==> src/rtl/sd_wb_slave_regs.sv <==
// ---------------------------------------------------------------------------
// sd_wb_slave_regs
//
// Wishbone slave register block of the SD host controller. It terminates every
// bus cycle from the IWishboneBus slave modport, holds the operation / start /
// end block address registers, and streams block data between the bus and
// the SD controller core.
//
// Port names follow the bus interface (master perspective): signals ending in
// _O are inputs here, signals ending in _I are outputs.
//
// Ports:
//   CLK_I, RST_I      clock (rising edge) and asynchronous active-low reset
//   CYC_O, STB_O      bus cycle / strobe
//   WE_O, ADR_O       write enable, register select (bus bits [6:4])
//   DAT_O, SEL_O      write data, byte select (access ignored+acked if 0)
//   CTI_O             cycle type: 000 classic, 010 incr burst, 111 end burst
//   ACK_I, ERR_I      acknowledge / error (one cycle each)
//   RTY_I             retry, always 0
//   DAT_I             read data, valid in the ACK_I cycle
//   oReqValid/oReqOp  operation request (01 read block, 10 write block)
//   oStartAddr/oEndAddr  block address range of the request
//   iReqAck           one-cycle pulse: request taken by the SD core
//   iRdData/iRdValid/oRdReady   read stream from the SD core (oRdReady = pop)
//   oWrData/oWrValid/iWrReady   write stream to the SD core
//
// Register map (ADR_O):
//   000 CTRL   W: Op <= DAT_O[1:0], request raised for Op 01/10
//              R: {.., Op[1:0], oReqValid}
//   001 START  R/W
//   010 END    R/W
//   011 RDDATA R only
//   100 WRDATA W only
//   anything else (and the wrong direction on the data ports): ERR_I
// ---------------------------------------------------------------------------
module sd_wb_slave_regs #(
    parameter int gWidth     = 32,
    parameter int gRdTimeout = 1024
) (
    input  logic              CLK_I,
    input  logic              RST_I,
    input  logic              CYC_O,
    input  logic              STB_O,
    input  logic              WE_O,
    input  logic [2:0]        ADR_O,
    input  logic [gWidth-1:0] DAT_O,
    input  logic              SEL_O,
    input  logic [2:0]        CTI_O,
    output logic              ACK_I,
    output logic              ERR_I,
    output logic              RTY_I,
    output logic [gWidth-1:0] DAT_I,
    output logic              oReqValid,
    output logic [1:0]        oReqOp,
    output logic [31:0]       oStartAddr,
    output logic [31:0]       oEndAddr,
    input  logic              iReqAck,
    input  logic [gWidth-1:0] iRdData,
    input  logic              iRdValid,
    output logic              oRdReady,
    output logic [gWidth-1:0] oWrData,
    output logic              oWrValid,
    input  logic              iWrReady
);

    localparam logic [2:0] ADR_CTRL   = 3'b000;
    localparam logic [2:0] ADR_START  = 3'b001;
    localparam logic [2:0] ADR_END    = 3'b010;
    localparam logic [2:0] ADR_RDDATA = 3'b011;
    localparam logic [2:0] ADR_WRDATA = 3'b100;

    localparam logic [2:0] CTI_INCR   = 3'b010;

    localparam int CNT_W = (gRdTimeout > 1) ? $clog2(gRdTimeout) : 1;
    localparam logic [CNT_W-1:0] CNT_LAST = CNT_W'(gRdTimeout - 1);

    typedef enum logic [1:0] {
        ST_IDLE,
        ST_WAIT,
        ST_ACK,
        ST_ERR
    } state_t;

    state_t           state_reg;
    logic [CNT_W-1:0] wait_cnt_reg;
    logic             burst_reg;   // the beat just acked announced a follow-on beat

    // Decode of whatever the bus presents this cycle.
    logic req;
    logic is_rd_data;
    logic is_wr_data;
    logic illegal;
    logic data_ready;
    logic go_err;
    logic go_wait;
    logic go_ack;
    logic can_start;   // FSM is in a position to accept a new beat
    logic take_effect; // a beat is acked this edge and carries side effects
    logic reg_writable;

    always_comb begin
        req          = CYC_O && STB_O;
        is_rd_data   = (ADR_O == ADR_RDDATA);
        is_wr_data   = (ADR_O == ADR_WRDATA);
        illegal      = (ADR_O > ADR_WRDATA) || (WE_O && is_rd_data) || (!WE_O && is_wr_data);
        data_ready   = 1'b1;
        if (is_rd_data) begin
            data_ready = iRdValid;
        end else if (is_wr_data) begin
            data_ready = iWrReady;
        end
        // SEL_O=0 beats are acked untouched, so they never error or wait.
        go_err       = req && SEL_O && illegal;
        go_wait      = req && SEL_O && !illegal && !data_ready;
        go_ack       = req && !go_err && !go_wait;
        can_start    = (state_reg == ST_IDLE) || (state_reg == ST_WAIT) ||
                       ((state_reg == ST_ACK) && burst_reg);
        take_effect  = can_start && go_ack && SEL_O;
        // A request being acknowledged this very edge frees the registers.
        reg_writable = !oReqValid || iReqAck;
    end

    assign RTY_I = 1'b0;

    always_ff @(posedge CLK_I or negedge RST_I) begin
        if (!RST_I) begin
            state_reg    <= ST_IDLE;
            wait_cnt_reg <= '0;
            burst_reg    <= 1'b0;
            ACK_I        <= 1'b0;
            ERR_I        <= 1'b0;
            DAT_I        <= '0;
            oReqValid    <= 1'b0;
            oReqOp       <= 2'b00;
            oStartAddr   <= '0;
            oEndAddr     <= '0;
            oRdReady     <= 1'b0;
            oWrData      <= '0;
            oWrValid     <= 1'b0;
        end else begin
            // Pulse outputs default low every cycle.
            ACK_I    <= 1'b0;
            ERR_I    <= 1'b0;
            DAT_I    <= '0;
            oRdReady <= 1'b0;
            oWrValid <= 1'b0;

            if (iReqAck) begin
                oReqValid <= 1'b0;
            end

            unique case (state_reg)
                ST_IDLE, ST_ACK: begin
                    // From ST_ACK only a running burst may accept another beat;
                    // otherwise the access is finished and we fall back to idle.
                    if (can_start && go_err) begin
                        state_reg <= ST_ERR;
                        ERR_I     <= 1'b1;
                    end else if (can_start && go_wait) begin
                        state_reg    <= ST_WAIT;
                        wait_cnt_reg <= '0;
                    end else if (can_start && go_ack) begin
                        state_reg <= ST_ACK;
                        ACK_I     <= 1'b1;
                        burst_reg <= (CTI_O == CTI_INCR);
                    end else begin
                        state_reg <= ST_IDLE;
                        burst_reg <= 1'b0;
                    end
                end
                ST_WAIT: begin
                    if (!req) begin
                        state_reg <= ST_IDLE;
                        burst_reg <= 1'b0;
                    end else if (go_ack) begin
                        state_reg <= ST_ACK;
                        ACK_I     <= 1'b1;
                        burst_reg <= (CTI_O == CTI_INCR);
                    end else if (go_err || (wait_cnt_reg == CNT_LAST)) begin
                        state_reg <= ST_ERR;
                        ERR_I     <= 1'b1;
                        burst_reg <= 1'b0;
                    end else begin
                        wait_cnt_reg <= wait_cnt_reg + 1'b1;
                    end
                end
                ST_ERR: begin
                    // Error cycle is a full cycle; STB_O is still the old beat here.
                    state_reg <= ST_IDLE;
                    burst_reg <= 1'b0;
                end
                default: begin
                    state_reg <= ST_IDLE;
                    burst_reg <= 1'b0;
                end
            endcase

            // Side effects land with the edge that raises ACK_I.
            if (take_effect) begin
                if (WE_O) begin
                    case (ADR_O)
                        ADR_CTRL: begin
                            if (reg_writable) begin
                                oReqOp <= DAT_O[1:0];
                                if ((DAT_O[1:0] == 2'b01) || (DAT_O[1:0] == 2'b10)) begin
                                    oReqValid <= 1'b1;
                                end
                            end
                        end
                        ADR_START: begin
                            if (reg_writable) begin
                                oStartAddr <= DAT_O[31:0];
                            end
                        end
                        ADR_END: begin
                            if (reg_writable) begin
                                oEndAddr <= DAT_O[31:0];
                            end
                        end
                        ADR_WRDATA: begin
                            oWrData  <= DAT_O;
                            oWrValid <= 1'b1;
                        end
                        default: begin
                        end
                    endcase
                end else begin
                    case (ADR_O)
                        ADR_CTRL:   DAT_I <= {{(gWidth-3){1'b0}}, oReqOp, oReqValid};
                        ADR_START:  DAT_I <= gWidth'(oStartAddr);
                        ADR_END:    DAT_I <= gWidth'(oEndAddr);
                        ADR_RDDATA: begin
                            DAT_I    <= iRdData;
                            oRdReady <= 1'b1;
                        end
                        default:    DAT_I <= '0;
                    endcase
                end
            end
        end
    end

endmodule
==> config.mk <==
export PLATFORM = sky130hd
export DESIGN_NAME = sd_wb_slave_regs
export DESIGN_NICKNAME = d
export VERILOG_FILES = /design/src/rtl/sd_wb_slave_regs.sv
export SDC_FILE = /design/constraint.sdc
export NUM_CORES = 1
export LEC_CHECK = 0
export BUFFER_PORTS_ARGS = -buffer_cell sky130_fd_sc_hd__buf_4
export CAP_MARGIN = 0
export CORE_ASPECT_RATIO = 0.75
export CORE_MARGIN = 10
export CORE_UTILIZATION = 40
export CTS_CLUSTER_DIAMETER = 200
export CTS_CLUSTER_SIZE = 24
export DETAILED_ROUTE_END_ITERATION = 10
export PLACE_DENSITY = 0.74
export SYNTH_ARGS = -nofsm -noshare
export SYNTH_HDL_FRONTEND = slang
export SYNTH_SLANG_ARGS = --single-unit
==> constraint.sdc <==
create_clock -name CLK_I -period 3 [get_ports CLK_I]
set_clock_uncertainty 0.2 [all_clocks]
set_input_delay 0.6 -clock CLK_I [delete_from_list [all_inputs] [get_ports CLK_I]]
set_output_delay 0.6 -clock CLK_I [all_outputs]
set_load 0.03 [all_outputs]
==> results.txt <==
----------------------------------------------------
[Run status]
  Outcome ... complete, no violations

[Worst setup path]
  Critical path class ... reg2reg
  Stages on the worst setup path ... 6
  Endpoint kind of the worst setup timing path ... register
  Critical Path Sink ... oEndAddr[18]
  Reg2reg setup slack ... 560 ps
  Origin of the worst setup path ... state_reg[0]
  Worst stage delay on the critical path ... 500 ps
  Maximum fanout encountered on the critical timing path ... 20
  Endpoint arrival time on the critical path ... 2530 ps
  Slowest stage cell on the critical path ... or3b_2
  Startpoint type of the worst setup path ... register
  Worst reg2reg startpoint ... state_reg[0]
  Cell breakdown of the critical path ... nand2b_1 > and2_0 > or3b_2 > nor3_4 > buf_4 > mux2_2
  Worst endpoint required time ... 3100 ps
  RR Endpoint ... oEndAddr[18]
  Worst r2r path cells ... 6
  Worst path top cell family by delay ... simple AND/OR/NAND/NOR gates
  Critical path buffer and inverter count ... 1

[Routing]
  DR vias ... 4861
  Number of detailed-route iterations in the first pass ... 4
  Wire length reported by the detailed router ... 19500 um
  Routed wirelength normalized by instance count ... 21.4 um
  Final ANT Viol Nets ... 0
  Iteration-0 DRC Markers ... 279
  Mean number of vias per cell ... 5.34
  DRC violations left ... 0

[Worst hold path]
  Class of the tightest hold or removal check ... in2reg

[STA]
  Setup repair after global routing missed its margin ... false
  Portion of the clock cycle consumed by the worst path in the final layout ... 81.3%
  Pins Over Slew Limit ... 0
  Setup Total Neg Slack ... 0 ps
  Final hold violations ... 0
  Highest achievable clock rate ... 410 MHz
  Min Tclk post-route ... 2440 ps
  Worst-margin pin slew ... 764 ps
  Worst-case headroom to the max-slew limit ... 48.7%
  Setup Viol. Count Final ... 0

[Global routing]
  Antenna violations before repair ... 0
  Largest net degree at the start of global routing ... 67
  Total congestion overflow ... 0
  All-Layer GR Usage ... 17.9%
  Global-route wire length before repair ... 30100 um
  Via count of the first global-routing pass ... 5256

[Cells and area]
  Final cell area excluding filler cells ... 8810 um2
  Filler Cell Count ... 1336
  Area growth syn-to-layout ... 38.7%
  Final net count ... 772
  Number of antenna cells inserted ... 0
  Fraction of final layout cells with drive strength greater than 1 ... 56.7%

[Yosys]
  Post-synth EDFFs ... 0
  Synthesized instance count ... 469
  Number of distinct library cells after synthesis ... 45
  Synthesis Warnings ... 0
  Average footprint of a synthesized cell ... 13.5 um2
  Cell area after synthesis ... 6350 um2
  Fraction of synthesis flops using an asynchronous set or reset pin ... 100%
  Register bit total from synthesis ... 148
  Sequential fraction of the synthesis area ... 58.3%
  Most used flip-flop cell after synthesis ... dfrtp_1
  Mapped Nets ... 549

[Floorplanning]
  Die height ... 129 um
  Row Count ... 39
  I/O pin count ... 215
  Horizontal extent of the die ... 166 um
  Starting density of the core ... 41.2%
  Die Footprint ... 21400 um2
  Core region area ... 15400 um2

[Placement]
  Half-perimeter wire length after detailed placement ... 14300 um
  Total cell area at the placement stage ... 8210 um2
  Routability congestion estimate from global placement ... 0.906
  Number of input and output port buffers inserted ... 213

[CTS]
  CTS Buf Count ... 17
  CTS root buf ... clkbuf_16
  TritonCTS clock tree ... done
  Number of clock sinks ... 148
  Clock Pin Slew Worst Setup and Hold Paths ... 60 ps
  Count of H-tree levels built during CTS ... 4
  Worst-Skew Late Latency ... 420 ps
  Maximum number of buffers from clock root to sink ... 2

[Power]
  Pwr Density ... 578 nW/um2
  Leak pwr ... 4.46 nW
  VDD IR-drop max ... 0.000386 V

[Run]
  Count of maximum capacitance violations ... 0

----------------------------------------------------
## what timing repair did
action,CTS,global route
setup buffers,0,0
endpoints found under the setup margin,0,0
hold buffers,1,0
endpoints found under the hold margin,9,0
resized for setup,0,0
## layer usage
metal,track usage [%],routed length [um],vias to the layer above
met5,0,0,-
met4,4.43,148,0
met3,7.63,2120,14
met2,28.0,9170,201
met1,22.5,8070,2477
li1,-,-,2169
## placed cells by master, fill, tap and decap left out, types with 2 or more instances in the layout
cell	netlist	routed
inv_1	3	3
nor2_1	36	36
clkinvlp_4	0	3
nor3b_1	4	4
or4_1	7	7
or3_1	3	3
clkbuf_16	0	17
nor3_1	3	3
nand4_1	6	6
a22oi_1	29	29
mux4_2	3	3
o21ai_0	5	5
o31ai_1	7	7
a21oi_1	12	12
buf_4	1	230
inv_6	0	5
dfrtp_1	148	148
nand2b_1	3	3
bufinv_16	0	2
nor4_1	2	2
nand3_1	10	10
mux2_2	127	127
nor2b_1	5	4
and3_1	3	3
clkinv_4	0	3
nand2_1	5	5
## kinds of logic after synthesis
| group | after synthesis | share of synthesized area [%] |
|---|---|---|
| adders and majority gates | 1 | 0.197 |
| other | 1 | 0.0590 |
| AOI/OAI and AO/OA | 61 | 6.62 |
| DFF | 148 | 58.3 |
| xor gates and xnor gates | 1 | 0.138 |
| buffers and inverters | 32 | 2.78 |
| muxes | 131 | 23.8 |
| and+or+nand+nor | 94 | 8.15 |
## where the power goes
group          switching [mW]  leakage (nW)  total, mW  internal [mW]
Sequential             0.0798          2.04       2.18           2.10
Combinational           0.441          2.14      0.776          0.335
Clock                   0.896         0.283       2.14           1.25
## worst min path at each step
stage | startpoint | endpoint | slack [ps] | depth (start not counted)
2_1_floorplan | RST_I | ACK_I | 100 | 0
3_3_place_gp | oWrData[4] | oWrData[4] | 290 | 1
3_5_place_dp | oWrData[31] | oWrData[31] | 300 | 1
4_1_cts | ADR_O[2] | DAT_I[1] | 180 | 2
5_1_grt | ADR_O[2] | DAT_I[1] | 190 | 2
6_report | ADR_O[2] | DAT_I[1] | 210 | 2
## metrics by stage
step / setup slack (ps) / power, mW / hold slack, ps / utilization [%] / cells
3_3_place_gp: 284 / 2.97 / 288 / 53.2 / 877
6_report: 562 / 5.10 / 207 / 57.2 / 910
4_1_cts: 556 / 5.14 / 182 / 57.2 / 910
3_5_place_dp: 221 / 3.00 / 295 / 53.2 / 877
5_1_grt: 454 / 5.28 / 193 / 57.2 / 910
2_1_floorplan: 463 / 2.60 / 104 / - / 469
## synth_stat cells (all sizes together) (6+ instances only)
cell,n,area [um2]
a22oi,29,218
nor2,36,135
o31ai,7,52.6
buf,16,115
a21oi,12,60.1
dfrtp,148,3700
nand4,6,37.5
nand3,10,50.1
mux2,128,1440
clkbuf,13,50.0
or4,7,52.6
o21ai,6,30.0
## cell type report
cell class / instances / area (um2) / area share, %
Sequential cell: 148 / 3700 / 42.0
Clock inverter: 15 / 169 / 1.92
Inverter: 3 / 11.3 / 0.128
Clock buffer: 17 / 425 / 4.83
Tap cell: 205 / 256 / 2.91
Multi-Input combinational cell: 289 / 2480 / 28.1
Timing Repair Buffer: 233 / 1770 / 20.1
(Power assumes the default switching activity.)
